==> src/rtl/cnn_pkg.sv <==
// Shared types and constants for the CNN pooling front end.
// Latency: n/a (declarations only).
// Backpressure: n/a.
// Contents: default pixel width, most-negative pad value, window generator state enum.
package cnn_pkg;

  localparam int DATA_SIZE = 16;

  // Most negative two's-complement value; a pad pixel can never win a max.
  localparam logic [DATA_SIZE-1:0] PIX_MIN = {1'b1, {(DATA_SIZE-1){1'b0}}};

  typedef enum logic [1:0] {
    ROW_EVEN = 2'd0,
    ROW_ODD  = 2'd1,
    FLUSH    = 2'd2
  } win_state_t;

endpackage

==> src/rtl/line_buffer.sv <==
// One-row pixel store holding the even row while the odd row streams past.
// Latency: write lands on the next clk edge; reads are combinational.
// Backpressure: none; writes only when we is high.
// Ports: clk, we/addr/wdata (synchronous write), rd_even/rd_odd (pixel pair around addr).
module line_buffer #(
  parameter int data_size = 16,
  parameter int depth     = 28,
  parameter int addr_w    = 5
) (
  input  logic                 clk,
  input  logic                 we,
  input  logic [addr_w-1:0]    addr,
  input  logic [data_size-1:0] wdata,
  output logic [data_size-1:0] rd_even,
  output logic [data_size-1:0] rd_odd
);

  // Rounded up to an even slot count so the odd half of the last pair of an
  // odd-width row is always an in-range location (its contents are never used).
  localparam int SLOTS = depth + (depth % 2);

  logic [data_size-1:0] mem [SLOTS];

  always_ff @(posedge clk) begin
    if (we) begin
      mem[addr] <= wdata;
    end
  end

  // For an odd addr these are mem[addr-1] and mem[addr]; for an even addr
  // they are the pair starting at addr, which is what the flush pass walks.
  assign rd_even = mem[addr & ~addr_w'(1)];
  assign rd_odd  = mem[addr |  addr_w'(1)];

endmodule

==> src/rtl/pool_window_gen.sv <==
// Assembles non-overlapping 2x2 windows from a raster pixel stream for the max pooler.
// Latency: window_valid rises 1 cycle after the window's bottom-right pixel is accepted.
// Backpressure: in_ready is always 1, except 0 during the odd-height flush pass.
// Ports: clk, reset (sync, active high), pixel_in/pixel_valid/in_ready (input stream),
//        win_tl/win_tr/win_bl/win_br + window_valid (to pooler input1..4/enable), frame_done.
// Option: POOL_WIN_ODD_PAD_EN allows odd img_width/img_height, padding with the most negative value.
module pool_window_gen
  import cnn_pkg::*;
#(
  parameter int data_size  = DATA_SIZE,
  parameter int img_width  = 28,
  parameter int img_height = 28
) (
  input  logic                 clk,
  input  logic                 reset,
  input  logic [data_size-1:0] pixel_in,
  input  logic                 pixel_valid,
  output logic                 in_ready,
  output logic [data_size-1:0] win_tl,
  output logic [data_size-1:0] win_tr,
  output logic [data_size-1:0] win_bl,
  output logic [data_size-1:0] win_br,
  output logic                 window_valid,
  output logic                 frame_done
);

  localparam int COL_W = $clog2(img_width);
  localparam int ROW_W = $clog2(img_height);
  localparam logic [COL_W-1:0] COL_LAST = COL_W'(img_width - 1);
  localparam logic [ROW_W-1:0] ROW_LAST = ROW_W'(img_height - 1);

  if (img_width < 2 || img_height < 2) begin : g_bad_dim
    $error("pool_window_gen: img_width and img_height must both be >= 2");
  end
`ifndef POOL_WIN_ODD_PAD_EN
  if ((img_width % 2) != 0 || (img_height % 2) != 0) begin : g_bad_odd
    $error("pool_window_gen: odd image dimensions need POOL_WIN_ODD_PAD_EN");
  end
`endif

  win_state_t           state, state_nxt;
  logic [COL_W-1:0]     col;
  logic [ROW_W-1:0]     row;
  logic [data_size-1:0] bl_hold;
  logic [data_size-1:0] buf_even, buf_odd;
  logic                 accept, col_end, row_last;

  assign accept   = pixel_valid && in_ready;
  assign col_end  = (col == COL_LAST);
  assign row_last = (row == ROW_LAST);

`ifdef POOL_WIN_ODD_PAD_EN
  localparam logic [data_size-1:0] PAD = {1'b1, {(data_size-1){1'b0}}};
  logic flush_last;
  // Last flush window once the pair starting at col reaches the row end.
  assign flush_last = ({1'b0, col} + (COL_W+1)'(2)) >= (COL_W+1)'(img_width);
  assign in_ready   = (state != FLUSH);
`else
  assign in_ready = 1'b1;
`endif

  line_buffer #(
    .data_size (data_size),
    .depth     (img_width),
    .addr_w    (COL_W)
  ) u_line_buf (
    .clk     (clk),
    .we      (accept && (state == ROW_EVEN)),
    .addr    (col),
    .wdata   (pixel_in),
    .rd_even (buf_even),
    .rd_odd  (buf_odd)
  );

  always_ff @(posedge clk) begin
    if (reset) begin
      state <= ROW_EVEN;
    end else begin
      state <= state_nxt;
    end
  end

  always_comb begin
    state_nxt = state;
    case (state)
      ROW_EVEN: begin
        if (accept && col_end) begin
`ifdef POOL_WIN_ODD_PAD_EN
          // An even row that is also the last row has no partner: flush it.
          state_nxt = row_last ? FLUSH : ROW_ODD;
`else
          state_nxt = ROW_ODD;
`endif
        end
      end
      ROW_ODD: begin
        if (accept && col_end) begin
          state_nxt = ROW_EVEN;
        end
      end
`ifdef POOL_WIN_ODD_PAD_EN
      FLUSH: begin
        if (flush_last) begin
          state_nxt = ROW_EVEN;
        end
      end
`endif
      default: state_nxt = ROW_EVEN;
    endcase
  end

  always_ff @(posedge clk) begin
    if (reset) begin
      col          <= '0;
      row          <= '0;
      bl_hold      <= '0;
      win_tl       <= '0;
      win_tr       <= '0;
      win_bl       <= '0;
      win_br       <= '0;
      window_valid <= 1'b0;
      frame_done   <= 1'b0;
    end else begin
      window_valid <= 1'b0;
      frame_done   <= 1'b0;
      if (accept) begin
        col <= col_end ? '0 : col + 1'b1;
        if (col_end) begin
          row <= row_last ? '0 : row + 1'b1;
        end
        if (state == ROW_ODD) begin
          if (col[0]) begin
            win_tl       <= buf_even;
            win_tr       <= buf_odd;
            win_bl       <= bl_hold;
            win_br       <= pixel_in;
            window_valid <= 1'b1;
            frame_done   <= col_end && row_last;
          end else begin
            bl_hold <= pixel_in;
`ifdef POOL_WIN_ODD_PAD_EN
            // Odd width: the lone last column forms a half-padded window.
            if (col_end) begin
              win_tl       <= buf_even;
              win_tr       <= PAD;
              win_bl       <= pixel_in;
              win_br       <= PAD;
              window_valid <= 1'b1;
              frame_done   <= row_last;
            end
`endif
          end
        end
      end
`ifdef POOL_WIN_ODD_PAD_EN
      // Flush walks the stored last row two columns per cycle, bottom padded.
      if (state == FLUSH) begin
        win_tl       <= buf_even;
        win_tr       <= col_end ? PAD : buf_odd;
        win_bl       <= PAD;
        win_br       <= PAD;
        window_valid <= 1'b1;
        frame_done   <= flush_last;
        col          <= flush_last ? '0 : col + COL_W'(2);
        if (flush_last) begin
          row <= '0;
        end
      end
`endif
    end
  end

endmodule

==> config.mk <==
export PLATFORM = sky130hd
export DESIGN_NAME = pool_window_gen
export DESIGN_NICKNAME = d
export VERILOG_FILES = /design/src/rtl/cnn_pkg.sv /design/src/rtl/line_buffer.sv /design/src/rtl/pool_window_gen.sv
export SDC_FILE = /design/constraint.sdc
export NUM_CORES = 1
export LEC_CHECK = 0
export CAP_MARGIN = 20
export CORE_ASPECT_RATIO = 1.2
export CORE_UTILIZATION = 60
export DETAILED_ROUTE_END_ITERATION = 6
export HOLD_SLACK_MARGIN = 0.15
export PLACE_DENSITY = 0.79
export SYNTH_ARGS = -nofsm -noshare
export SYNTH_HDL_FRONTEND = slang
export SYNTH_SLANG_ARGS = --single-unit
==> constraint.sdc <==
create_clock -name clk -period 3.44 [get_ports clk]
set_input_delay 0.688 -clock clk [delete_from_list [all_inputs] [get_ports clk]]
set_output_delay 0.688 -clock clk [all_outputs]
set_load 0.005 [all_outputs]
[Word level (Yosys, flattened, before mapping)]
Memories as Yosys holds them, arrays and structs flattened. A register that Yosys moved wholly into a read port is not among the register bits.
Index checks and enable logic that the tools add are counted.
Operators by class
  reduce and logical (&&, ||, !) cells: 10
  equality and inequality tests: 5
  bitwise operators: 3
  $add $sub $neg: 2
  muxes and demuxes: 8
Operators by type and width (number)
  5-bit by 1-bit adder with 5-bit output (second input constant): 2
  5-bit == test (second input constant): 2
  5-bit two-way mux: 2
  3-bit AND reduction: 2
  2-bit two-way mux: 2
  2-bit one-hot mux with 2 select lines: 1
  2-bit AND reduction: 2
  4-bit OR reduction: 1
  1-bit logical AND: 3
  1-bit two-way mux: 3
  1-bit inverter: 3
  3-bit OR reduction: 1
  2-bit by 1-bit == test with 1-bit output (second input constant): 1
  2-bit zero test: 1
  2-bit by 1-bit inequality test with 1-bit output (second input constant): 1
  2-bit inequality test (second input constant): 1
Word-level totals
  memory bits (writable): 448
  flip-flop bits (word level): 62
  memories: 1
  output and inout bits: 67
Memory list
  u_line_buf.mem: depth 28, bits a word 16, read ports 2, clocked after Yosys merged registers in 2, wr ports 1, line line_buffer.sv:22  | logic [data_size-1:0] mem [SLOTS];

[Depth between registers and ports, before layout]
  depth after elaboration: 4
  depth in mapped cells: 8
  gate-level depth less buffers: 5

[Modules after synthesis]
Synthesis repeated with hierarchy kept, for this count alone.
Second synthesis, totals
  cell total of the unflattened synthesis: 1338
  area total of the unflattened synthesis: 20624.8 µm²
By module, submodules not included
  line_buffer: times used 1, area each 17276.6 µm², cells an instance 921
  pool_window_gen: times used 1, area each 3348.2 µm², cells an instance 417

[Worst setup path after synthesis]
No wires, ideal clock.
  path kind: input -> register
  start: in pixel_valid
  end: mem u_line_buf.mem[22][0] (enable)
  buffers on the path: 1
  required time: 3.052 ns
  stages on the path: 4
  path slack: 1.054 ns
  data arrival time: 1.997 ns
  setup time: 0.388 ns
  path through: buf_2 nor2b_1 nand2_1 nor2_1
Between the ends
  longest elaborated chain between the ends: 3
RTL lines
  from (decl): line pool_window_gen.sv:17  | input logic pixel_valid,
  1-bit logical AND: line pool_window_gen.sv:68  | .we (accept && (state == ROW_EVEN)),
  1-bit two-way mux: line line_buffer.sv:25  | if (we) begin
  1-bit two-way mux (implied by the code): line line_buffer.sv:26  | mem[addr] <= wdata;
  to (decl): line line_buffer.sv:22
No other way between the ends.

==> reports/metrics.cfg <==
[status]
outcome=finished, final reports clean

[power]
seqPwrFrac_pct=54.7
peakVddDrop_mv=0.380
cellPowerDensity_nw_per_um2=548
switching_share_pct=19.7
combPwrFrac_pct=3.7
p_switching_mw=2.58
leakage_nw=7.41
p_int_mw=10.5
clockPowerShare_pct=41.7

[clock_tree]
cts_tree=built
postCtsSetupBuffers=0
cts-resized-gates=0
ctsHoldBuffers=0
clock_sinks=541
htree_levels=2
clk_path_buf_depth=3
clk_latency_ns=0.57
clk_pin_slew_ns=0.06
numCtsBuffers=49
root_buffer=clkbuf_16

[finish]
utilization_pct=70.0
multi_input_comb_area_um2=4820
final_cell_mix=edfxtp_1 (448), nand2_1 (128), mux2i_1 (92), dfxtp_1 (90), clkdlybuf4s50_1 (83)
finalNetCount=1387
syn_to_final_growth_pct=15.1
stdcell_area_um2=23900
fillers=2104
n_antenna_cell=0
final_layout_size_suffix_gt1_share_pct=16.3
regArea_um2=15300
layout_commonest_cell=edfxtp_1

[synthesis]
synthCells=1225
synth-edff-count=448
synth.area.top_cells=edfxtp_1 (65%), dfxtp_1 (9.0%), mux4_2 (6.0%)
yosysTopAreaCell=edfxtp_1
syn_area_um2=20700
avgSynthCellArea_um2=16.9
synth_fp_nets=1249
synth_cell_types=51
ys_ff_latch=541
yosysSeqAreaShare_pct=73.9
async_flop_share_pct=0
netlist.area_leader.share_pct=64.9
yosys_warnings=0
synth_top_flop_cell=edfxtp_1

[floorplanning]
die_h_um=206
rows=74
coreArea_um2=34100
start_util_pct=60.9
dieArea_um2=35300
die_width_um=172
ios=86

[routing]
firstDrtPassIters=5
drt-total-wl_um=46600
drc=0
postRouteAntennaNets=0
wl_per_cell_um=25.1
via_count=11600
vias_per_cell=6.24
first_iter_violations=1168

[placement]
dpl.hpwl_um=28200
io_buffers=84
place.gp.congestion=0.813
dpl_cell_area_um2=22200

[sta]
max_freq_ghz=0.391
tightest_slew_ns=0.930
finalHoldViolCount=0
finalCritPeriodShare_pct=74.4
rsz0062_at_grt=false
period_minus_slack_ns=2.56
finalClockSkew_ns=0.0316
maxSlewViolCount=0
fin_tns_setup_ns=0
max_slew_margin_pct=38.0
setup_violations=0

[critical_path]
crit_start=col[1]
setup.worst_path.end=win_tl[15]
regToRegSetupSlack_ns=0.88
worstSetupPathType=flip-flop to flip-flop
critical_path.slowest_cell=dfxtp_4
r2r_cells=5
crit_path_end_kind=flip-flop
cp_common_cell=nor3_1
worst_path_largest_cell_delay_ns=0.87
crit_fanout=42
rr_endpoint=win_tl[15]
required_ns=3.89
start_kind=flip-flop
reg2reg_from=col[1]
cp_cell_sequence=buf_12 > mux4_2 > a22o_1 > nor3_1 > nor3_1
cp_data_arrival_time_ns=3.01

[global_routing]
grt_use_met3_pct=4.56
grt_busiest_layer=met2
grtUsageMet2_pct=46.2
grt-ovfl-total=0
grt_pass1_wl_um=68800
grt_usage_pct=27.2
grt_max_degree=48
gr-usage-met1_pct=34.1
antenna_found_initial=0
grt_pass1_vias=11300

[min_path]
hold_class=flip-flop to flip-flop
hp-start=win_br[11]

[flow_run]
drv_cap=0

-- logic make-up after synthesis --
family | share of synthesized area, %
AOI/OAI and AO/OA | 5.27
xor gates and xnor gates | 0.0845
adders and majority gates | 0.302
buffers and inverters | 2.94
DFF | 73.9
muxes | 12.0
other | 0.0181
and+or+nand+nor | 5.56
-- routing by layer --
layer  part of all wire [%]  routed length [µm]
met1                     37               17300
met2                     51               23700
met3                    7.8                3620
met4                    4.3                2030
met5                      0                   0
-- state kept, by name (all words and copies together) (netlist names) --
register,count
win_br,16
frame_done,1
win_tl,16
win_tr,16
window_valid,1
state,1
bl_hold,16
col,5
u_line_buf.mem,448
win_bl,16
row,5
-- per-stage QoR --
step | hold slack, ns | power (mW) | setup WS, ns | std cells
2_1_floorplan | 0.432 | 7.57 | 1.05 | 1225
3_3_place_gp | 0.440 | 7.75 | 0.627 | 1767
3_5_place_dp | 0.446 | 7.76 | 0.607 | 1767
4_1_cts | 0.455 | 13.1 | 0.878 | 1857
5_1_grt | 0.471 | 13.4 | 0.794 | 1858
6_report | 0.453 | 13.1 | 0.881 | 1858
-- synth_stat cells (2+ instances only) --
| cell type | n |
|---|---|
| nor3_2 | 8 |
| clkbuf_1 | 27 |
| buf_6 | 8 |
| nor3b_1 | 2 |
| mux2i_1 | 92 |
| o21ai_1 | 10 |
| buf_12 | 6 |
| inv_1 | 3 |
| mux4_2 | 55 |
| a22o_1 | 13 |
| or3b_1 | 4 |
| mux4_1 | 8 |
| a211oi_1 | 17 |
| buf_4 | 11 |
| nand4_1 | 2 |
| nor2_1 | 68 |
| o211ai_1 | 12 |
| a311oi_1 | 9 |
| nand3b_1 | 3 |
| a221oi_1 | 9 |
| o22ai_1 | 21 |
| a21oi_1 | 60 |
| buf_2 | 17 |
| o21ai_0 | 16 |
| xnor2_1 | 2 |
| nor2b_1 | 5 |
| ha_1 | 5 |
| mux2_2 | 10 |
| buf_8 | 7 |
| nor3_1 | 19 |
| edfxtp_1 | 448 |
| dfxtp_1 | 93 |
| and2_1 | 2 |
| and3_1 | 2 |
| nand2_1 | 128 |
| nor4_1 | 2 |
| nand3_1 | 7 |
-- area by class of cell --
type | count | area share, %
inverters | 4 | 0.0629
clock buffers | 69 | 5.67
clock inverters | 21 | 1.08
multi-input cells | 603 | 20.2
repair buffers | 164 | 6.42
well taps | 456 | 2.39
flip-flops and latches | 541 | 64.2
-- worst max-delay path: cells and delay by family (launching register included) --
kind / cells / cell delay [ns]
flops: 1 / 0.87
mux: 1 / 0.55
buf+inv: 1 / 0.35
simple gates: 2 / 0.35
compound gates: 1 / 0.30
-- power groups by stage --
stage | Clock, mW | Sequential [mW] | Combinational [mW]
CTS | 5.48 | 7.15 | 0.474
detailed placement | 0 | 7.29 | 0.469
global placement | 0 | 7.29 | 0.458
global route | 5.72 | 7.15 | 0.503
finish | 5.45 | 7.15 | 0.478
floorplan | 0 | 7.27 | 0.305
-- worst min-delay path by stage --
stage                             end  slack [ns]  depth (start not counted)
after floorplan             win_bl[0]        0.43                          2
after global placement      win_bl[3]        0.44                          2
after detailed placement    win_bl[4]        0.45                          2
after CTS                 bl_hold[15]        0.46                          2
after global routing       win_bl[13]        0.47                          2
final                      win_br[11]        0.45                          2
Power figures use the tool's default switching activity.
